[src/rtl/nn_fixed_pkg.sv]
// Shared Q8.8 fixed-point definitions for the XOR-network training stages:
// word size, saturating add/sub, controller states and the step schedule length.
package nn_fixed_pkg;

  localparam int unsigned DATA_W    = 16;
  localparam int unsigned FRAC_BITS = 8;

  localparam logic signed [DATA_W-1:0] ONE     = 16'sh0100;
  localparam logic signed [DATA_W-1:0] MAX_VAL = 16'sh7FFF;
  localparam logic signed [DATA_W-1:0] MIN_VAL = 16'sh8000;

  localparam logic [4:0] STEP_LAST = 5'd16;

  typedef enum logic [1:0] {IDLE, CALC, UPDATE, DONE} state_t;

  function automatic logic signed [DATA_W-1:0] sat_add(input logic signed [DATA_W-1:0] a,
                                                       input logic signed [DATA_W-1:0] b);
    logic signed [DATA_W:0] s;
    s = {a[DATA_W-1], a} + {b[DATA_W-1], b};
    if (s[DATA_W] != s[DATA_W-1]) return s[DATA_W] ? MIN_VAL : MAX_VAL;
    return s[DATA_W-1:0];
  endfunction

  function automatic logic signed [DATA_W-1:0] sat_sub(input logic signed [DATA_W-1:0] a,
                                                       input logic signed [DATA_W-1:0] b);
    logic signed [DATA_W:0] s;
    s = {a[DATA_W-1], a} - {b[DATA_W-1], b};
    if (s[DATA_W] != s[DATA_W-1]) return s[DATA_W] ? MIN_VAL : MAX_VAL;
    return s[DATA_W-1:0];
  endfunction

endpackage

[src/rtl/fxp_mul_sat.sv]
// Combinational Q8.8 multiply: full signed product, floor shift by the fraction
// width, saturation to the 16-bit signed range.
module fxp_mul_sat
  import nn_fixed_pkg::*;
(
  input  logic [DATA_W-1:0] a,
  input  logic [DATA_W-1:0] b,
  output logic [DATA_W-1:0] p
);

  logic signed [2*DATA_W-1:0] prod;
  logic signed [2*DATA_W-1:0] shifted;

  always_comb begin
    prod    = $signed(a) * $signed(b);
    shifted = prod >>> FRAC_BITS;
    if (shifted > 32'sd32767)       p = MAX_VAL;
    else if (shifted < -32'sd32768) p = MIN_VAL;
    else                            p = shifted[DATA_W-1:0];
  end

endmodule

[src/rtl/backward_propagation.sv]
// Backward-propagation stage of the 2-2-1 XOR network: one shared multiplier walks
// a 17-step schedule, then all weights/biases are updated at once.
// Optional macro GRAD_CLIP_EN clamps every update term to +/-CLIP_LIMIT.
module backward_propagation
  import nn_fixed_pkg::*;
#(
  parameter int unsigned       dataWidth  = DATA_W,
  parameter logic [DATA_W-1:0] CLIP_LIMIT = 16'h0080
) (
  input  logic                 clk,
  input  logic                 rst,
  input  logic                 enable_bp,
  input  logic [dataWidth-1:0] x1,
  input  logic [dataWidth-1:0] x2,
  input  logic [dataWidth-1:0] h1,
  input  logic [dataWidth-1:0] h2,
  input  logic [dataWidth-1:0] y,
  input  logic [dataWidth-1:0] target,
  input  logic [dataWidth-1:0] lr,
  input  logic [dataWidth-1:0] w11,
  input  logic [dataWidth-1:0] w12,
  input  logic [dataWidth-1:0] w21,
  input  logic [dataWidth-1:0] w22,
  input  logic [dataWidth-1:0] w31,
  input  logic [dataWidth-1:0] w32,
  input  logic [dataWidth-1:0] b1,
  input  logic [dataWidth-1:0] b2,
  input  logic [dataWidth-1:0] b3,
  output logic [dataWidth-1:0] w11_new,
  output logic [dataWidth-1:0] w12_new,
  output logic [dataWidth-1:0] w21_new,
  output logic [dataWidth-1:0] w22_new,
  output logic [dataWidth-1:0] w31_new,
  output logic [dataWidth-1:0] w32_new,
  output logic [dataWidth-1:0] b1_new,
  output logic [dataWidth-1:0] b2_new,
  output logic [dataWidth-1:0] b3_new,
  output logic                 busy,
  output logic                 bp_valid
);

`ifdef GRAD_CLIP_EN
  localparam bit CLIP_ON = 1'b1;
`else
  localparam bit CLIP_ON = 1'b0;
`endif

  localparam logic [4:0] DRAIN = STEP_LAST + 5'd1;

  localparam int unsigned T_S3 = 0,  T_D3 = 1,  T_S1 = 2,  T_T1 = 3,  T_D1 = 4,  T_S2 = 5;
  localparam int unsigned T_T2 = 6,  T_D2 = 7,  T_LD3 = 8, T_LD1 = 9, T_LD2 = 10;
  localparam int unsigned T_U31 = 11, T_U32 = 12, T_U11 = 13, T_U12 = 14, T_U21 = 15, T_U22 = 16;

  state_t state_q, state_d;
  logic [4:0] step_q, step_d;

  logic signed [DATA_W-1:0] x1_s, x2_s, h1_s, h2_s, y_s, target_s, lr_s;
  logic signed [DATA_W-1:0] w11_s, w12_s, w21_s, w22_s, w31_s, w32_s, b1_s, b2_s, b3_s;

  logic signed [DATA_W-1:0] term [0:STEP_LAST];
  logic signed [DATA_W-1:0] op_a, op_b, prod_q;
  logic        [DATA_W-1:0] mul_p;

  function automatic logic signed [DATA_W-1:0] upd(input logic signed [DATA_W-1:0] t);
    if (CLIP_ON && t > $signed(CLIP_LIMIT))  return $signed(CLIP_LIMIT);
    if (CLIP_ON && t < -$signed(CLIP_LIMIT)) return -$signed(CLIP_LIMIT);
    return t;
  endfunction

  fxp_mul_sat u_mul (.a(op_a), .b(op_b), .p(mul_p));

  always_ff @(posedge clk) begin
    if (rst) begin
      state_q <= IDLE;
      step_q  <= '0;
    end else begin
      state_q <= state_d;
      step_q  <= step_d;
    end
  end

  // The product is registered, so step k's result lands in term[k] one cycle
  // later; the drain step retires the last product before UPDATE.
  always_comb begin
    state_d = state_q;
    step_d  = step_q;
    case (state_q)
      IDLE:    if (enable_bp) begin state_d = CALC; step_d = '0; end
      CALC:    if (step_q == DRAIN) state_d = UPDATE; else step_d = step_q + 5'd1;
      UPDATE:  state_d = DONE;
      DONE:    if (!enable_bp) state_d = IDLE;
      default: state_d = IDLE;
    endcase
  end

  // Steps 1, 4 and 7 consume the immediately preceding product straight from prod_q.
  always_comb begin
    op_a = '0;
    op_b = '0;
    case (step_q)
      5'd0:    begin op_a = y_s;                        op_b = sat_sub(ONE, y_s);  end
      5'd1:    begin op_a = sat_sub(y_s, target_s);     op_b = prod_q;             end
      5'd2:    begin op_a = h1_s;                       op_b = sat_sub(ONE, h1_s); end
      5'd3:    begin op_a = term[T_D3];                 op_b = w31_s;              end
      5'd4:    begin op_a = prod_q;                     op_b = term[T_S1];         end
      5'd5:    begin op_a = h2_s;                       op_b = sat_sub(ONE, h2_s); end
      5'd6:    begin op_a = term[T_D3];                 op_b = w32_s;              end
      5'd7:    begin op_a = prod_q;                     op_b = term[T_S2];         end
      5'd8:    begin op_a = lr_s;                       op_b = term[T_D3];         end
      5'd9:    begin op_a = lr_s;                       op_b = term[T_D1];         end
      5'd10:   begin op_a = lr_s;                       op_b = term[T_D2];         end
      5'd11:   begin op_a = term[T_LD3];                op_b = h1_s;               end
      5'd12:   begin op_a = term[T_LD3];                op_b = h2_s;               end
      5'd13:   begin op_a = term[T_LD1];                op_b = x1_s;               end
      5'd14:   begin op_a = term[T_LD1];                op_b = x2_s;               end
      5'd15:   begin op_a = term[T_LD2];                op_b = x1_s;               end
      5'd16:   begin op_a = term[T_LD2];                op_b = x2_s;               end
      default: ;
    endcase
  end

  always_ff @(posedge clk) begin
    if (state_q == IDLE && enable_bp) begin
      x1_s  <= x1;  x2_s  <= x2;  h1_s  <= h1;  h2_s  <= h2;
      y_s   <= y;   target_s <= target;   lr_s <= lr;
      w11_s <= w11; w12_s <= w12; w21_s <= w21; w22_s <= w22;
      w31_s <= w31; w32_s <= w32; b1_s  <= b1;  b2_s  <= b2;  b3_s <= b3;
    end
    if (state_q == CALC) begin
      prod_q <= mul_p;
      if (step_q != 5'd0) term[step_q - 5'd1] <= prod_q;
    end
  end

  always_ff @(posedge clk) begin
    if (rst) begin
      w11_new <= '0; w12_new <= '0; w21_new <= '0; w22_new <= '0;
      w31_new <= '0; w32_new <= '0; b1_new  <= '0; b2_new  <= '0; b3_new <= '0;
      bp_valid <= 1'b0;
    end else begin
      case (state_q)
        UPDATE: begin
          w11_new  <= sat_sub(w11_s, upd(term[T_U11]));
          w12_new  <= sat_sub(w12_s, upd(term[T_U12]));
          w21_new  <= sat_sub(w21_s, upd(term[T_U21]));
          w22_new  <= sat_sub(w22_s, upd(term[T_U22]));
          w31_new  <= sat_sub(w31_s, upd(term[T_U31]));
          w32_new  <= sat_sub(w32_s, upd(term[T_U32]));
          b1_new   <= sat_sub(b1_s,  upd(term[T_LD1]));
          b2_new   <= sat_sub(b2_s,  upd(term[T_LD2]));
          b3_new   <= sat_sub(b3_s,  upd(term[T_LD3]));
          bp_valid <= 1'b1;
        end
        DONE:    if (!enable_bp) bp_valid <= 1'b0;
        default: ;
      endcase
    end
  end

  assign busy = (state_q == CALC) || (state_q == UPDATE);

endmodule
[config.mk]
export PLATFORM = sky130hd
export DESIGN_NAME = backward_propagation
export DESIGN_NICKNAME = d
export VERILOG_FILES = /design/src/rtl/nn_fixed_pkg.sv /design/src/rtl/fxp_mul_sat.sv /design/src/rtl/backward_propagation.sv
export SDC_FILE = /design/constraint.sdc
export NUM_CORES = 2
export LEC_CHECK = 0
export ABC_AREA = 1
export BUFFER_PORTS_ARGS = -buffer_cell sky130_fd_sc_hd__buf_2
export CORE_MARGIN = 5
export CORE_UTILIZATION = 61
export CTS_CLUSTER_DIAMETER = 200
export DETAILED_ROUTE_END_ITERATION = 8
export GPL_ROUTABILITY_DRIVEN = 1
export PLACE_DENSITY = 0.87
export SLEW_MARGIN = 15
export SYNTH_ARGS = -nofsm -noshare
export SYNTH_HDL_FRONTEND = slang
export SYNTH_SLANG_ARGS = --single-unit
[constraint.sdc]
create_clock -name clk -period 10.2 [get_ports clk]
set_input_delay 2.04 -clock clk [delete_from_list [all_inputs] [get_ports clk]]
set_output_delay 2.04 -clock clk [all_outputs]
set_load 0.05 [all_outputs]
==> impl_results.html <==
<table>
<tr><th>Metric</th><th>Value</th></tr>
<tr><th colspan="2">Finish</th></tr>
<tr><td>Largest register FFs</td><td>224</td></tr>
<tr><td>Non-Filler Cell Area, Final</td><td>0.0487 sq mm</td></tr>
<tr><td>Largest register by flop count</td><td>term</td></tr>
<tr><td>Fraction of final layout cells with drive strength greater than 1</td><td>16.4%</td></tr>
<tr><td># nets final</td><td>5,815</td></tr>
<tr><td>Signed area change from the synthesized netlist to the final layout</td><td>16.6%</td></tr>
<tr><th colspan="2">Clocking</th></tr>
<tr><td>Root cell of the clock tree</td><td>sky130_fd_sc_hd__clkbuf_16</td></tr>
<tr><td>Cts bufs inserted</td><td>70</td></tr>
<tr><td>Post-cts hold buffer count</td><td>0</td></tr>
<tr><td>Clock latency at the later pin of the worst-skew pair</td><td>0.64 ns</td></tr>
<tr><td>Clock tree from TritonCTS</td><td>done</td></tr>
<tr><td>Clock slew at reported path FFs</td><td>0.06 ns</td></tr>
<tr><td>Max Buffers Root-to-Sink</td><td>3</td></tr>
<tr><td>Level count of the clock H-tree</td><td>3</td></tr>
<tr><td>Clk sink count</td><td>648</td></tr>
<tr><th colspan="2">Yosys</th></tr>
<tr><td>Count of flip-flops with a built-in enable after synthesis</td><td>496</td></tr>
<tr><td>Top cell types by occurrence after synthesis</td><td>sky130_fd_sc_hd__nand2_1, sky130_fd_sc_hd__inv_1, sky130_fd_sc_hd__edfxtp_1</td></tr>
<tr><td>Count of yosys warnings during synthesis</td><td>0</td></tr>
<tr><td>Synthesized cell area</td><td>0.0418 sq mm</td></tr>
<tr><td>Top cells by area, synth</td><td>sky130_fd_sc_hd__edfxtp_1, sky130_fd_sc_hd__fa_1, sky130_fd_sc_hd__ha_1</td></tr>
<tr><td>Unique cell type count in the Yosys netlist</td><td>56</td></tr>
<tr><td>Share of synthesized area occupied by flip-flops and latches</td><td>43.0%</td></tr>
<tr><td>Count of mapped cells out of synthesis</td><td>4,428</td></tr>
<tr><td>Most used standard cell by instance count after synthesis</td><td>sky130_fd_sc_hd__nand2_1</td></tr>
<tr><td>Net count of the mapped netlist</td><td>5,219</td></tr>
<tr><td>Dominant synthesized flop cell</td><td>sky130_fd_sc_hd__edfxtp_1</td></tr>
<tr><td>Avg Synthesized Cell Area</td><td>9.43 sq um</td></tr>
<tr><td>#FFs+latches synth</td><td>648</td></tr>
<tr><td>Synth async-reset ratio</td><td>0%</td></tr>
<tr><td>Dominant cell type by area after synthesis</td><td>sky130_fd_sc_hd__edfxtp_1</td></tr>
<tr><td>Top cell type's share of synthesized area</td><td>35.7%</td></tr>
<tr><th colspan="2">Worst setup path</th></tr>
<tr><td>Required time at the endpoint of the critical path</td><td>10.57 ns</td></tr>
<tr><td>Cell repeated most along the worst path</td><td>sky130_fd_sc_hd__inv_1</td></tr>
<tr><td>Crit path max-delay cell type</td><td>sky130_fd_sc_hd__fa_1</td></tr>
<tr><td>WS Path Type</td><td>reg -&gt; reg</td></tr>
<tr><td>Maximum fanout encountered on the critical timing path</td><td>10</td></tr>
<tr><td>Slowest cell delay on critical path</td><td>0.58 ns</td></tr>
<tr><td>Critical path startpoint</td><td>y_s[1]$_DFFE_PP_</td></tr>
<tr><td>Critical Path End Type</td><td>flop</td></tr>
<tr><td>Sort of element at the start of the critical path</td><td>flop</td></tr>
<tr><td>Worst path arrival time</td><td>9.97 ns</td></tr>
<tr><td>Reg-to-reg startpoint</td><td>y_s[1]$_DFFE_PP_</td></tr>
<tr><th colspan="2">Worst hold path</th></tr>
<tr><td>Class of the most critical hold timing path</td><td>reg -&gt; reg</td></tr>
<tr><td>Launch instance of the worst min-delay path</td><td>b3_new[1]$_SDFFE_PP0P_</td></tr>
<tr><th colspan="2">Routing</th></tr>
<tr><td>Via Count</td><td>36,100</td></tr>
<tr><td>Top metal layer carrying routed signals</td><td>met5</td></tr>
<tr><td>Met2 routed WL</td><td>69.6 mm</td></tr>
<tr><td>Detailed-route DRC error count</td><td>0</td></tr>
<tr><td>Met3 Routed Length</td><td>19.8 mm</td></tr>
<tr><td>Via count normalized by instance count</td><td>6.04</td></tr>
<tr><td>Routed length per placed instance</td><td>26.6 um</td></tr>
<tr><td>Aggregate routed wire length</td><td>159 mm</td></tr>
<tr><td>Violation count after the first detailed-routing iteration</td><td>4,471</td></tr>
<tr><td>Total iterations of the first detailed-routing run</td><td>8</td></tr>
<tr><td>WL met1</td><td>55.7 mm</td></tr>
<tr><td>Residual antenna-violating net count after detailed routing</td><td>0</td></tr>
<tr><th colspan="2">Timing</th></tr>
<tr><td>Peak Freq</td><td>104 MHz</td></tr>
<tr><td>Time the final worst path needs with I/O delays and setup</td><td>9.60 ns</td></tr>
<tr><td>Slew headroom</td><td>18.6%</td></tr>
<tr><td>Setup violation total in the final timing report</td><td>0</td></tr>
<tr><td>Final worst clock skew</td><td>0.0341 ns</td></tr>
<tr><td>Smallest hold slack</td><td>0.465 ns</td></tr>
<tr><td>Max-slew violations</td><td>0</td></tr>
<tr><td>Fin. Hold Viols</td><td>0</td></tr>
<tr><td>Period Utilization, post-route</td><td>94.2%</td></tr>
<tr><td>Post-route setup TNS</td><td>0 ns</td></tr>
<tr><td>Measured slew at the worst slew-check pin</td><td>1.22 ns</td></tr>
<tr><th colspan="2">Die</th></tr>
<tr><td>Initial cell density of the core</td><td>61.2%</td></tr>
<tr><td>Die area</td><td>0.0738 sq mm</td></tr>
<tr><td>Top-level I/O count</td><td>405</td></tr>
<tr><td>Die outline height</td><td>272 um</td></tr>
<tr><td>Floorplan core area</td><td>0.0682 sq mm</td></tr>
<tr><td>Cell Rows</td><td>96</td></tr>
<tr><td>Die boundary width</td><td>272 um</td></tr>
<tr><th colspan="2">Place</th></tr>
<tr><td>GPL Wtd Cong</td><td>1.11</td></tr>
<tr><td>HPWL after detailed placement</td><td>125 mm</td></tr>
<tr><td>Placement Cell Area</td><td>0.0461 sq mm</td></tr>
<tr><td>Count of buffers inserted at the top-level ports</td><td>404</td></tr>
<tr><th colspan="2">Global routing</th></tr>
<tr><td>Total routing resource utilization after global routing</td><td>42.1%</td></tr>
<tr><td>Number of global-route vias before repair</td><td>35,300</td></tr>
<tr><td>Global route overflow</td><td>0</td></tr>
<tr><td>Number of antenna violations at the first check in global routing</td><td>22</td></tr>
<tr><td>Largest net degree at the start of global routing</td><td>105</td></tr>
<tr><td>Wire length of the first global-routing pass</td><td>228 mm</td></tr>
<tr><th colspan="2">Run status</th></tr>
<tr><td>Run status</td><td>completed</td></tr>
<tr><th colspan="2">Run</th></tr>
<tr><td>Max_cap viols</td><td>0</td></tr>
</table>
-- path summary, 6_finish.rpt --
kind	end	cells past startpoint	slack [ns]
min	b3_new[1]$_SDFFE_PP0P_	2	0.46
max	prod_q[14]$_SDFFCE_PN1P_	45	0.60
min reg2reg	b3_new[1]$_SDFFE_PP0P_	2	0.46
max reg2reg	prod_q[14]$_SDFFCE_PN1P_	45	0.60
-- per-stage QoR --
step,util (%),cells,setup WS (ns)
after floorplan,-,4428,1.22
after global placement,67.5,5824,0.386
after detailed placement,67.5,5824,0.368
after CTS,71.1,5952,0.330
after global routing,71.3,5971,-0.0632
final,71.4,5979,0.595
-- critical path: cells and delay by family (launching register included) --
| family | cells | cell delay, ns |
|---|---|---|
| flops | 1 | 0.48 |
| buf+inv | 13 | 1.37 |
| xor+xnor | 1 | 0.22 |
| compound gates | 6 | 1.24 |
| fa+ha+maj | 8 | 3.56 |
| simple gates | 17 | 2.48 |
-- cell usage in the layout (no fill, tap or decap), types with 48 or more instances in the layout --
cell type	n
sky130_fd_sc_hd__a21oi_1	345
sky130_fd_sc_hd__buf_2	404
sky130_fd_sc_hd__buf_4	209
sky130_fd_sc_hd__clkbuf_16	72
sky130_fd_sc_hd__dfxtp_1	152
sky130_fd_sc_hd__edfxtp_1	496
sky130_fd_sc_hd__fa_1	272
sky130_fd_sc_hd__ha_1	258
sky130_fd_sc_hd__inv_1	749
sky130_fd_sc_hd__nand2_1	811
sky130_fd_sc_hd__nand3_1	106
sky130_fd_sc_hd__nor2_1	309
sky130_fd_sc_hd__o21ai_0	262
sky130_fd_sc_hd__xnor2_1	48
sky130_fd_sc_hd__xor2_1	122
-- cell families (layout without fill, tap and decap cells) --
logic type	count (synthesis)	after routing	share of synthesized area, %
other cells	0	17	0
xor+xnor	170	170	3.57
simple gates	1386	1387	13.7
fa+ha+maj	532	532	20.8
flops	648	648	43.0
compound gates	814	814	11.0
buf+inv	878	1529	7.96
-- routing by layer --
metal	track usage [%]	up-vias
li1	-	15800
met1	51.7	17200
met2	64.3	2504
met3	12.9	610
met4	28.7	10
met5	0	-
-- what timing repair did --
action	in CTS	in global routing
setup endpoints to repair	0	15
resized for setup	0	26
buffers inserted	0	7
-- final cells by class --
class                           count  area [sq um]
Clock inverter                     41           500
Multi-Input combinational cell   2903         20600
Clock buffer                       87          1920
Inverter                          786          2970
Timing Repair Buffer              613          3590
Sequential cell                   648         17900
Fill cell                        4958         19500
Antenna cell                       17          42.5
Timing Repair inverter              2          12.5
Tap cell                          882          1100
Power is not shown: default switching activity piles up to over one toggle a cycle in this logic, so the estimate is an artifact.
